$ cat config.mk
export PLATFORM = sky130hd
export DESIGN_NAME = fft_frame_sequencer
export DESIGN_NICKNAME = d
export VERILOG_FILES = /design/src/rtl/fft_frame_sequencer.sv
export SDC_FILE = /design/constraint.sdc
export NUM_CORES = 1
export LEC_CHECK = 0
export BUFFER_PORTS_ARGS = -buffer_cell sky130_fd_sc_hd__buf_2
export CORE_MARGIN = 2
export CORE_UTILIZATION = 38
export CTS_CLUSTER_SIZE = 14
export DETAILED_ROUTE_END_ITERATION = 8
export SYNTH_ARGS = -nofsm -noshare
export SYNTH_HDL_FRONTEND = slang
export SYNTH_SLANG_ARGS = --single-unit
$ cat constraint.sdc
create_clock -name clock -period 2.9 [get_ports clock]
set_input_delay 0.145 -clock clock [delete_from_list [all_inputs] [get_ports clock]]
set_output_delay 0.145 -clock clock [all_outputs]
set_load 0.02 [all_outputs]
$ cat src/rtl/fft_frame_sequencer.sv
// fft_frame_sequencer
//
// Frame-level controller for the WISHBONE_FFT datapath. Sequences one
// N-point (N = 2**LOG2N) radix-2 transform through sample load, per-stage
// butterfly scheduling (with a BFLY_LAT idle gap after each stage) and
// result unload.
//
// Optional feature macro: FFT_SEQ_BITREV_EN
//   defined   : out_addr is the bit-reversed unload counter
//   undefined : out_addr is the unload counter itself
//
// Ports:
//   clock      rising-edge clock
//   reset      synchronous active-high reset
//   start      begin a frame (honoured only in IDLE)
//   abort      synchronous return to IDLE from any state
//   in_valid   input sample present
//   in_ready   sequencer accepts a sample (LOAD only)
//   load_addr  sample RAM write address
//   bfly_en    butterfly issue strobe
//   stage      current stage, 0..LOG2N-1
//   bfly_idx   butterfly index within stage, 0..N/2-1
//   out_valid  result available (UNLOAD only)
//   out_ready  downstream accepts result
//   out_addr   sample RAM read address for unload
//   busy       high in every state except IDLE
//   done       one-cycle pulse on frame completion
module fft_frame_sequencer #(
    parameter int unsigned LOG2N    = 3,
    parameter int unsigned BFLY_LAT = 2
) (
    input  logic                     clock,
    input  logic                     reset,
    input  logic                     start,
    input  logic                     abort,
    input  logic                     in_valid,
    output logic                     in_ready,
    output logic [LOG2N-1:0]         load_addr,
    output logic                     bfly_en,
    output logic [$clog2(LOG2N):0]   stage,
    output logic [LOG2N-2:0]         bfly_idx,
    output logic                     out_valid,
    input  logic                     out_ready,
    output logic [LOG2N-1:0]         out_addr,
    output logic                     busy,
    output logic                     done
);

    localparam int unsigned STW = $clog2(LOG2N) + 1;

    localparam logic [LOG2N-1:0] LAST_ADDR  = '1;
    localparam logic [LOG2N-2:0] LAST_IDX   = '1;
    localparam logic [STW-1:0]   LAST_STAGE = STW'(LOG2N - 1);
    // Only meaningful when BFLY_LAT > 0; the GAP state is unreachable otherwise.
    localparam logic [3:0]       GAP_LAST   = 4'(BFLY_LAT - 1);

    typedef enum logic [2:0] {
        IDLE,
        LOAD,
        COMPUTE,
        GAP,
        UNLOAD
    } state_t;

    state_t            state, state_nxt;
    logic [LOG2N-1:0]  load_nxt;
    logic [STW-1:0]    stage_nxt;
    logic [LOG2N-2:0]  idx_nxt;
    logic [3:0]        gap_cnt, gap_nxt;
    logic [LOG2N-1:0]  unload_cnt, unload_nxt;
    logic              done_nxt;
    logic              stage_end;

    always_ff @(posedge clock) begin
        if (reset) begin
            state      <= IDLE;
            load_addr  <= '0;
            stage      <= '0;
            bfly_idx   <= '0;
            gap_cnt    <= '0;
            unload_cnt <= '0;
            done       <= 1'b0;
        end else begin
            state      <= state_nxt;
            load_addr  <= load_nxt;
            stage      <= stage_nxt;
            bfly_idx   <= idx_nxt;
            gap_cnt    <= gap_nxt;
            unload_cnt <= unload_nxt;
            done       <= done_nxt;
        end
    end

    always_comb begin
        state_nxt  = state;
        load_nxt   = load_addr;
        stage_nxt  = stage;
        idx_nxt    = bfly_idx;
        gap_nxt    = gap_cnt;
        unload_nxt = unload_cnt;
        done_nxt   = 1'b0;
        stage_end  = 1'b0;
        in_ready   = 1'b0;
        bfly_en    = 1'b0;
        out_valid  = 1'b0;
        busy       = (state != IDLE);

        case (state)
            IDLE: begin
                if (start) begin
                    state_nxt = LOAD;
                end
            end
            LOAD: begin
                in_ready = 1'b1;
                if (in_valid) begin
                    load_nxt = load_addr + LOG2N'(1);
                    if (load_addr == LAST_ADDR) begin
                        state_nxt = COMPUTE;
                    end
                end
            end
            COMPUTE: begin
                bfly_en = 1'b1;
                idx_nxt = bfly_idx + (LOG2N - 1)'(1);
                if (bfly_idx == LAST_IDX) begin
                    if (BFLY_LAT > 0) begin
                        state_nxt = GAP;
                    end else begin
                        stage_end = 1'b1;
                    end
                end
            end
            GAP: begin
                gap_nxt = gap_cnt + 4'd1;
                if (gap_cnt == GAP_LAST) begin
                    gap_nxt   = '0;
                    stage_end = 1'b1;
                end
            end
            UNLOAD: begin
                out_valid = 1'b1;
                if (out_ready) begin
                    unload_nxt = unload_cnt + LOG2N'(1);
                    if (unload_cnt == LAST_ADDR) begin
                        state_nxt = IDLE;
                        done_nxt  = 1'b1;
                    end
                end
            end
            default: begin
                state_nxt = IDLE;
            end
        endcase

        // Stage-end handling is shared between the last GAP cycle and, when
        // there is no gap, the last COMPUTE cycle of a stage.
        if (stage_end) begin
            if (stage == LAST_STAGE) begin
                stage_nxt = '0;
                state_nxt = UNLOAD;
            end else begin
                stage_nxt = stage + STW'(1);
                state_nxt = COMPUTE;
            end
        end

        // abort wins over start and over a final unload transfer.
        if (abort) begin
            state_nxt  = IDLE;
            load_nxt   = '0;
            stage_nxt  = '0;
            idx_nxt    = '0;
            gap_nxt    = '0;
            unload_nxt = '0;
            done_nxt   = 1'b0;
        end
    end

`ifdef FFT_SEQ_BITREV_EN
    always_comb begin
        out_addr = '0;
        for (int unsigned i = 0; i < LOG2N; i++) begin
            out_addr[i] = unload_cnt[LOG2N-1-i];
        end
    end
`else
    always_comb begin
        out_addr = unload_cnt;
    end
`endif

endmodule
==> flow_summary.json, run 1 <==
{
  "max_cap_viol_count": 0,
  "drt-total-wl_um": 1784,
  "antenna_cells_inserted": 0,
  "period_share": 0.5622,
  "slew_violations": 0,
  "grt_max_degree": 19,
  "cts-root-buf": "clkbuf_4",
  "rows": 17,
  "setup_tns_ps": 0,
  "grt_overflow": 0,
  "min_period_ps": 1630,
  "arrival_ps": 1890,
  "vias_per_cell": 5.046,
  "multiInputGateArea_um2": 528.0,
  "finClkSkew_ps": 8.310,
  "core_area_um2": 2255,
  "synthTopCellsByArea": "dfxtp_1 (41%), nor2_1 (7.3%), ha_1 (6.7%), mux2i_1 (6.5%), xnor2_1 (3.8%)",
  "final_hold_viol_count": 0,
  "switching_share": 0.2430,
  "mostFrequentLayoutCell": "buf_2",
  "ir_worst_vdd_mv": 0.3177,
  "synth_nets": 114,
  "drc_errors": 0,
  "die_h_um": 53.46,
  "post_cts_resized": 0,
  "ctsHoldBuffers": 2,
  "place_congestion": 0.7777,
  "hold_slack_ps": 230.3,
  "setup_viol": 0,
  "critPathSlowestCell": "dlygate4sd3_1",
  "max_stage_delay_ps": 570,
  "critPathBufInv": 1,
  "clock-sinks": 19,
  "synth_top_area_frac": 0.4092,
  "track_usage": 0.1607,
  "ys_ff_latch": 19,
  "finalNetCount": 137,
  "leakagePower_uw": 0.0004784,
  "cp-end-kind": "register",
  "grt_pass1_wl_um": 3263,
  "worst_pin_slew_ps": 632.2,
  "p_switching_uw": 104.8,
  "power_frac_comb": 0.070,
  "postRouteAntennaNets": 0,
  "drt-initial-drc-count": 11,
  "die_area_um2": 2858,
  "postCtsSetupBuffers": 0,
  "path_max_fanout": 3,
  "antenna_found_initial": 0,
  "status": "completed",
  "start_util": 0.4123,
  "power_frac_seq": 0.616,
  "cts_max_path_buffers": 2,
  "io_buffers": 21,
  "layout_common_cells": "buf_2 (21), dfxtp_1 (19), nor2_1 (18)",
  "ys_warn_count": 0,
  "grt_pass1_vias": 741,
  "num_io_pins": 22,
  "seqCellArea_um2": 380.4,
  "clkTransAtPathRegs_ps": 110,
  "routedWlPerCell_um": 11.66,
  "timing.critical_path.mode_cell": "ha_1",
  "hpwl_um": 1307,
  "cts_tree": "built",
  "p_clk_frac": 0.314,
  "max_freq_ghz": 0.6134,
  "syn_to_final_growth_pct": 17.90,
  "worstSetupPathType": "register to register",
  "cts_buffers": 3,
  "drt_pass1_iterations": 3,
  "path_delay_family": "buffers and inverters",
  "p_int_uw": 326.6,
  "synth_area_um2": 929.6,
  "max_slew_margin": 0.5785,
  "drive_above_1_share": 0.2320,
  "yosysTopAreaCell": "dfxtp_1",
  "vias": 772,
  "ys_seq_area_frac": 0.4092,
  "rsz0062_at_grt": "no",
  "synthCells": 103,
  "powerDensity_nw_per_um2": 393.6,
  "h-tree-depth": 1,
  "clock_latency_ps": 310,
  "hold_path.class": "primary input to register",
  "avgSynthCellArea_um2": 9.026,
  "synth_cell_type_count": 30,
  "start_kind": "register",
  "cp.required_ps": 3160,
  "nFillCells": 241,
  "crit_path_cell_trace": "ha_1 > ha_1 > nand2_1 > nor4b_1 > dlygate4sd3_1",
  "die_w_um": 53.46
}
## routing by layer
layer	GRT usage	vias up	share of wire
met3	0.05932	5	0.044
met2	0.2551	16	0.47
li1	-	397	-
met5	0	-	0
met1	0.1887	354	0.46
met4	0.07692	0	0.024
## power by group through the flow
stage | logic (uW) | clock network, uW | registers (uW)
2_1_floorplan | 21.2 | 0 | 271
3_3_place_gp | 29.2 | 0 | 271
6_report | 30.0 | 136 | 266
5_1_grt | 34.2 | 156 | 266
3_5_place_dp | 29.4 | 0 | 272
4_1_cts | 30.5 | 145 | 266
## path summary, 6_finish.rpt
kind | startpoint | endpoint | slack (ps) | depth (start not counted)
hold reg to reg | load_addr[1] | load_addr[1] | 540 | 2
setup / recovery | out_addr[0] | done | 1270 | 5
setup reg to reg | out_addr[0] | done | 1270 | 5
hold / removal | out_ready | state[2] | 230 | 4
## flip-flops by register name, indices dropped and copies added, names as in the netlist
| register | flops |
|---|---|
| done | 1 |
| gap_cnt | 4 |
| load_addr | 3 |
| bfly_idx | 2 |
| out_addr | 3 |
| state | 3 |
| stage | 3 |
## cell usage after synthesis
library cell,number
nor3b_2,1
buf_2,2
and2b_1,1
or3_1,2
nand2_1,9
mux2i_1,6
a311oi_1,1
ha_1,5
clkbuf_1,3
nand3_1,5
nand4_1,1
nand2b_1,2
dfxtp_1,19
a21oi_1,4
nor2_1,18
or2_1,1
xnor2_1,4
nand3b_1,1
o211ai_1,1
and2_1,3
nor2b_1,1
and3b_1,1
o211a_1,1
nor4b_4,1
o21ai_1,2
and3_2,1
xor2_1,3
nor4b_1,1
nand3_2,1
a31oi_1,2
## per-stage QoR
step	utilization	std cells	power [uW]	worst slack, ps	cell area [um2]
6_report	0.4861	153	431.4	1270	1096
5_1_grt	0.4861	153	456.2	1037	1096
4_1_cts	0.4861	153	441.4	1243	1096
3_5_place_dp	0.4650	147	301.1	1499	1049
3_3_place_gp	0.4650	147	300.6	1469	1049
2_1_floorplan	-	103	292.1	1479	929.6
## final cells by class
| type | instances | share of cell area |
|---|---|---|
| Multi-Input combinational cell | 79 | 0.4817 |
| Clock inverter | 1 | 0.004566 |
| Tap cell | 28 | 0.03196 |
| Timing Repair Buffer | 23 | 0.1142 |
| Clock buffer | 3 | 0.02055 |
| Sequential cell | 19 | 0.3470 |
## logic make-up after synthesis
family	count (synthesis)	synth area share
AND/OR/NAND/NOR	50	0.2961
flip-flops	19	0.4091
AO/OA/AOI/OAI	11	0.07403
XOR/XNOR	7	0.06595
multiplexers	6	0.06461
buffers and inverters	5	0.02288
adder cells (fa/ha/maj)	5	0.06729
## worst reg2reg max path, delay by kind of cell, from the launching register on
kind          cells  cell delay [ps]
fa+ha+maj         2              290
simple gates      2              330
buf+inv           1              570
flops             1              390
No activity file was read; power rests on OpenSTA's default activity.
==> run 2, diff against run 1 <==
==> constraint.sdc (replaced) <==
create_clock -name clock -period 1.5 [get_ports clock]
set_input_delay 0.075 -clock clock [delete_from_list [all_inputs] [get_ports clock]]
set_output_delay 0.075 -clock clock [all_outputs]
set_load 0.02 [all_outputs]
==> run 2 against run 1 <==
Against the previous run:
- first-iteration DRC count decreased by 45%
- largest cell class unchanged
- cell area increased by 3.8%
- power up 94%
- highest routed layer unchanged
- wire length increased by 2.7%
- sequential power is 92% higher
==> flow_summary.json, run 2 (same netlist as run 1, synthesis figures left out) <==
{
  "min_period_ps": 1417,
  "max_cap_viol_count": 0,
  "antenna_found_initial": 0,
  "regMostFlops": "gap_cnt",
  "p_switching_uw": 199.9,
  "layout_common_cells": "buf_2 (21), nor2_1 (18), dfxtp_1 (18)",
  "instances_no_fill": 158,
  "track_usage": 0.1412,
  "worst_pin_slew_ps": 643.0,
  "vias": 809,
  "finClkSkew_ps": 10.04,
  "cp.required_ps": 1420,
  "status": "completed",
  "path_max_fanout": 10,
  "leakagePower_uw": 0.0005033,
  "period_share": 0.9446,
  "clkTransAtPathRegs_ps": 110,
  "slew_violations": 0,
  "cts-root-buf": "clkbuf_4",
  "ir_worst_vdd_mv": 0.4409,
  "p_clk_frac": 0.307,
  "post-route-util": 0.5044,
  "drive_above_1_share": 0.2769,
  "powerDensity_nw_per_um2": 735.0,
  "drt_pass1_iterations": 4,
  "place_inst": 151,
  "grt_pass1_vias": 711,
  "routedWlPerCell_um": 11.59,
  "cts_tree": "built",
  "antenna_cells_inserted": 0,
  "num_io_pins": 22,
  "setup_tns_ps": 0,
  "max_freq_ghz": 0.7057,
  "hold_path.class": "primary input to register",
  "drc_errors": 0,
  "finalNetCount": 142,
  "cp-end-kind": "primary output",
  "p_int_uw": 636.1,
  "rsz0062_at_grt": "no",
  "start_util": 0.4123,
  "vias_per_cell": 5.120,
  "max_slew_margin": 0.5714,
  "grt_max_degree": 19,
  "power_frac_seq": 0.612,
  "io_buffers": 21,
  "setup_viol": 0,
  "start_kind": "register",
  "core_area_um2": 2255,
  "switching_share": 0.2391,
  "worstSetupPathType": "register to primary output",
  "largest_reg_flops": 4,
  "syn_to_final_growth_pct": 22.34,
  "die_h_um": 53.46,
  "power_frac_comb": 0.081,
  "rows": 17,
  "cts_max_path_buffers": 2,
  "arrival_ps": 1340,
  "drt-initial-drc-count": 6,
  "postRouteAntennaNets": 0,
  "cts_buffers": 3,
  "grt_pass1_wl_um": 2946,
  "drt-total-wl_um": 1832,
  "die_w_um": 53.46,
  "clock-sinks": 19,
  "grt_overflow": 0,
  "place_congestion": 0.7963,
  "power.total_uw": 836.0,
  "die_area_um2": 2858,
  "final_hold_viol_count": 0,
  "hpwl_um": 1373,
  "h-tree-depth": 1,
  "mostFrequentLayoutCell": "buf_2",
  "clock_latency_ps": 290
}
-- run 2: per-stage QoR --
step	hold WS (ps)	worst slack, ps	instance area (um2)
floorplan	150.6	79.16	929.6
finish	54.66	83.03	1137
detailed placement	264.6	79.15	1079
CTS	44.42	22.52	1126
global route	49.62	7.285	1137
global placement	267.4	77.19	1079
-- run 2: critical path: stages (launching register included) --
cell and delay (ps):
dfxtp_2 390, buf_4 170, or3_1 320, buf_2 170
-- run 2: final cells by class --
type	instances	area [um2]
clock buffers	3	22.52
flip-flops and latches	19	381.6
repair buffers	28	162.7
fillers	232	1117
clock inverters	1	5.005
well taps	28	35.03
multi-input cells	79	530.5
-- run 2: power by group through the flow --
| stage | Combinational (uW) | Clock, uW | Sequential, uW |
|---|---|---|---|
| floorplan | 41.0 | 0 | 524 |
| global placement | 62.5 | 0 | 523 |
| detailed placement | 62.9 | 0 | 523 |
| CTS | 67.2 | 271 | 512 |
| global route | 75.5 | 297 | 513 |
| finish | 67.8 | 256 | 512 |
-- run 2: routing by layer --
metal	routed length, um	vias to the layer above	GRT usage
met2	867	19	0.2325
met5	0	-	0
met4	9	0	0.05128
met3	86	2	0.03390
met1	869	381	0.1764
li1	-	407	-
-- run 2: timing repair --
action | 4_1_cts | 5_1_grt
setup buffers | 0 | 1
setup endpoints to repair | 0 | 3
hold buffers | 2 | 0
hold endpoints to repair | 1 | 0
gates resized for setup | 0 | 2
-- run 2: final timing paths --
| check | from | endpoint | slack [ps] | cells after the start |
|---|---|---|---|---|
| worst max-delay path | state[1] | busy | 80 | 3 |
| worst max register to register | gap_cnt[3] | stage[2] | 130 | 5 |
| worst min-delay path | out_ready | done | 50 | 3 |
| worst min register to register | out_addr[1] | out_addr[1] | 530 | 2 |
==> run 3, diff against run 2 <==
--- a/config.mk
+++ b/config.mk
@@ -6,10 +6,14 @@
 export NUM_CORES = 1
 export LEC_CHECK = 0
 export BUFFER_PORTS_ARGS = -buffer_cell sky130_fd_sc_hd__buf_2
+export CELL_PAD_IN_SITES_DETAIL_PLACEMENT = 0
+export CELL_PAD_IN_SITES_GLOBAL_PLACEMENT = 1
 export CORE_MARGIN = 2
 export CORE_UTILIZATION = 38
 export CTS_CLUSTER_SIZE = 14
 export DETAILED_ROUTE_END_ITERATION = 8
+export PLACE_DENSITY_LB_ADDON = 0.1
+export RECOVER_POWER = 50
 export SYNTH_ARGS = -nofsm -noshare
 export SYNTH_HDL_FRONTEND = slang
 export SYNTH_SLANG_ARGS = --single-unit
==> run 3 against run 2 <==
Against the previous run:
- critical path depth increased by 4
- hold slack got worse by 2.0 ps
- clock-buffer cell count increased by 1
- register-to-register slack got worse by 30 ps
- critical path type is now register to register
- cell count decreased by 1.3%
- setup slack improved by 18 ps
- core utilization decreased by 1.3 points
- wire length decreased by 2.3%
- global-route usage increased by 0.38 points
- maximum frequency increased by 1.3%
- sequential share of layout area increased by 1.1 points
- first-iteration DRC count increased to 2.5 times the previous value
==> flow_summary.json, run 3 (same netlist as run 1, synthesis figures left out) <==
{
  "status": "completed",
  "cp-end-kind": "register",
  "syn_to_final_growth_pct": 19.11,
  "h-tree-depth": 1,
  "vias": 774,
  "path_max_fanout": 3,
  "hold_path.class": "primary input to register",
  "hold_slack_ps": 52.67,
  "place_congestion": 0.8054,
  "arrival_ps": 1610,
  "rows": 17,
  "drt-initial-drc-count": 15,
  "min_period_ps": 1399,
  "setup_tns_ps": 0,
  "die_w_um": 53.46,
  "clock_latency_ps": 290,
  "nFillCells": 245,
  "grt_max_degree": 19,
  "rsz0062_at_grt": "no",
  "worstSetupPathType": "register to register",
  "regMostFlops": "gap_cnt",
  "mostFrequentLayoutCell": "nor2_1",
  "worst_pin_slew_ps": 643.5,
  "drt-total-wl_um": 1790,
  "postRouteAntennaNets": 0,
  "slew_violations": 0,
  "start_kind": "register",
  "finClkSkew_ps": 0.5768,
  "max_slew_margin": 0.5710,
  "start_util": 0.4123,
  "place_ws_ps": 78.91,
  "clkTransAtPathRegs_ps": 110,
  "antenna_cells_inserted": 0,
  "max_cap_viol_count": 0,
  "drc_errors": 0,
  "path_delay_family": "adder cells",
  "place_inst": 150,
  "cts-root-buf": "clkbuf_4",
  "final_hold_viol_count": 0,
  "instances_no_fill": 156,
  "track_usage": 0.1450,
  "drive_above_1_share": 0.1797,
  "crit_path_cell_trace": "ha_1 > ha_1 > nand2_1 > nand2_1 > o211ai_1 > nand3_1 > a31oi_1",
  "clock-sinks": 19,
  "period_share": 0.9325,
  "setup_viol": 0,
  "largest_reg_flops": 4,
  "leakagePower_uw": 0.0004377,
  "postCtsSetupBuffers": 0,
  "die_area_um2": 2858,
  "vias_per_cell": 4.962,
  "routedWlPerCell_um": 11.47,
  "ir_worst_vdd_mv": 0.4481,
  "critPathBufInv": 0,
  "powerDensity_nw_per_um2": 754.3,
  "cts_buffers": 3,
  "finalNetCount": 140,
  "layout_common_cells": "nor2_1 (18), dfxtp_1 (16), clkbuf_1 (13)",
  "io_buffers": 21,
  "core_area_um2": 2255,
  "max_stage_delay_ps": 350,
  "cts_tree": "built",
  "drt_pass1_iterations": 4,
  "die_h_um": 53.46,
  "grt_overflow": 0,
  "antenna_found_initial": 0,
  "hpwl_um": 1299,
  "cts_max_path_buffers": 2,
  "max_freq_ghz": 0.7149,
  "grt_pass1_wl_um": 2953,
  "cp.required_ps": 1710,
  "grt_pass1_vias": 692,
  "critPathSlowestCell": "dfxtp_1",
  "post-route-worst-setup-slack_ps": 101.3,
  "num_io_pins": 22
}
## run 3: power breakdown
group          total [uW]  switching (uW)  internal [uW]
Clock                 261             157            103
Sequential            515            6.64            508
Combinational        59.9            33.9           25.9
## run 3: timing repair
item / CTS / global route
setup endpoints to repair: 0 / 13
hold buffers: 2 / 0
endpoints found under the hold margin: 1 / 0
resized for setup: 0 / 4
## run 3: worst reg2reg max path, cell delays in order (launching register included)
cell and delay (ps):
dfxtp_1 350, ha_1 200, ha_1 170, nand2_1 80, nand2_1 90, o211ai_1 140, nand3_1 100, a31oi_1 180
## run 3: layout make-up
class / instances / area, um2 / area share
Multi-Input combinational cell: 79 / 529.3 / 0.4780
Sequential cell: 19 / 384.1 / 0.3469
Timing Repair Buffer: 26 / 132.6 / 0.1198
Tap cell: 28 / 35.03 / 0.03164
Clock buffer: 4 / 26.28 / 0.02373
## run 3: path summary, 6_finish.rpt
| kind | start | to | slack (ps) | cells after the start |
|---|---|---|---|---|
| max | out_addr[0] | state[1] | 100 | 7 |
| min | out_ready | done | 50 | 3 |
| max reg2reg | out_addr[0] | state[1] | 100 | 7 |
| min reg2reg | load_addr[1] | load_addr[1] | 530 | 2 |
## run 3: stage by stage
stage / utilization / power, uW / area, um2
after floorplan: - / 564.7 / 929.6
after global placement: 0.4750 / 582.9 / 1071
after detailed placement: 0.4750 / 582.6 / 1071
after CTS: 0.4956 / 850.6 / 1117
after global routing: 0.4911 / 876.3 / 1107
final: 0.4911 / 835.2 / 1107
## run 3: metal layers
layer	wire, um	vias to the layer above	global-route usage	share of wire
met5	0	-	0	0
met4	17	0	0.07692	0.0095
met3	67	2	0.02542	0.037
met2	790	18	0.2078	0.44
met1	914	351	0.2031	0.51
li1	-	403	-	-
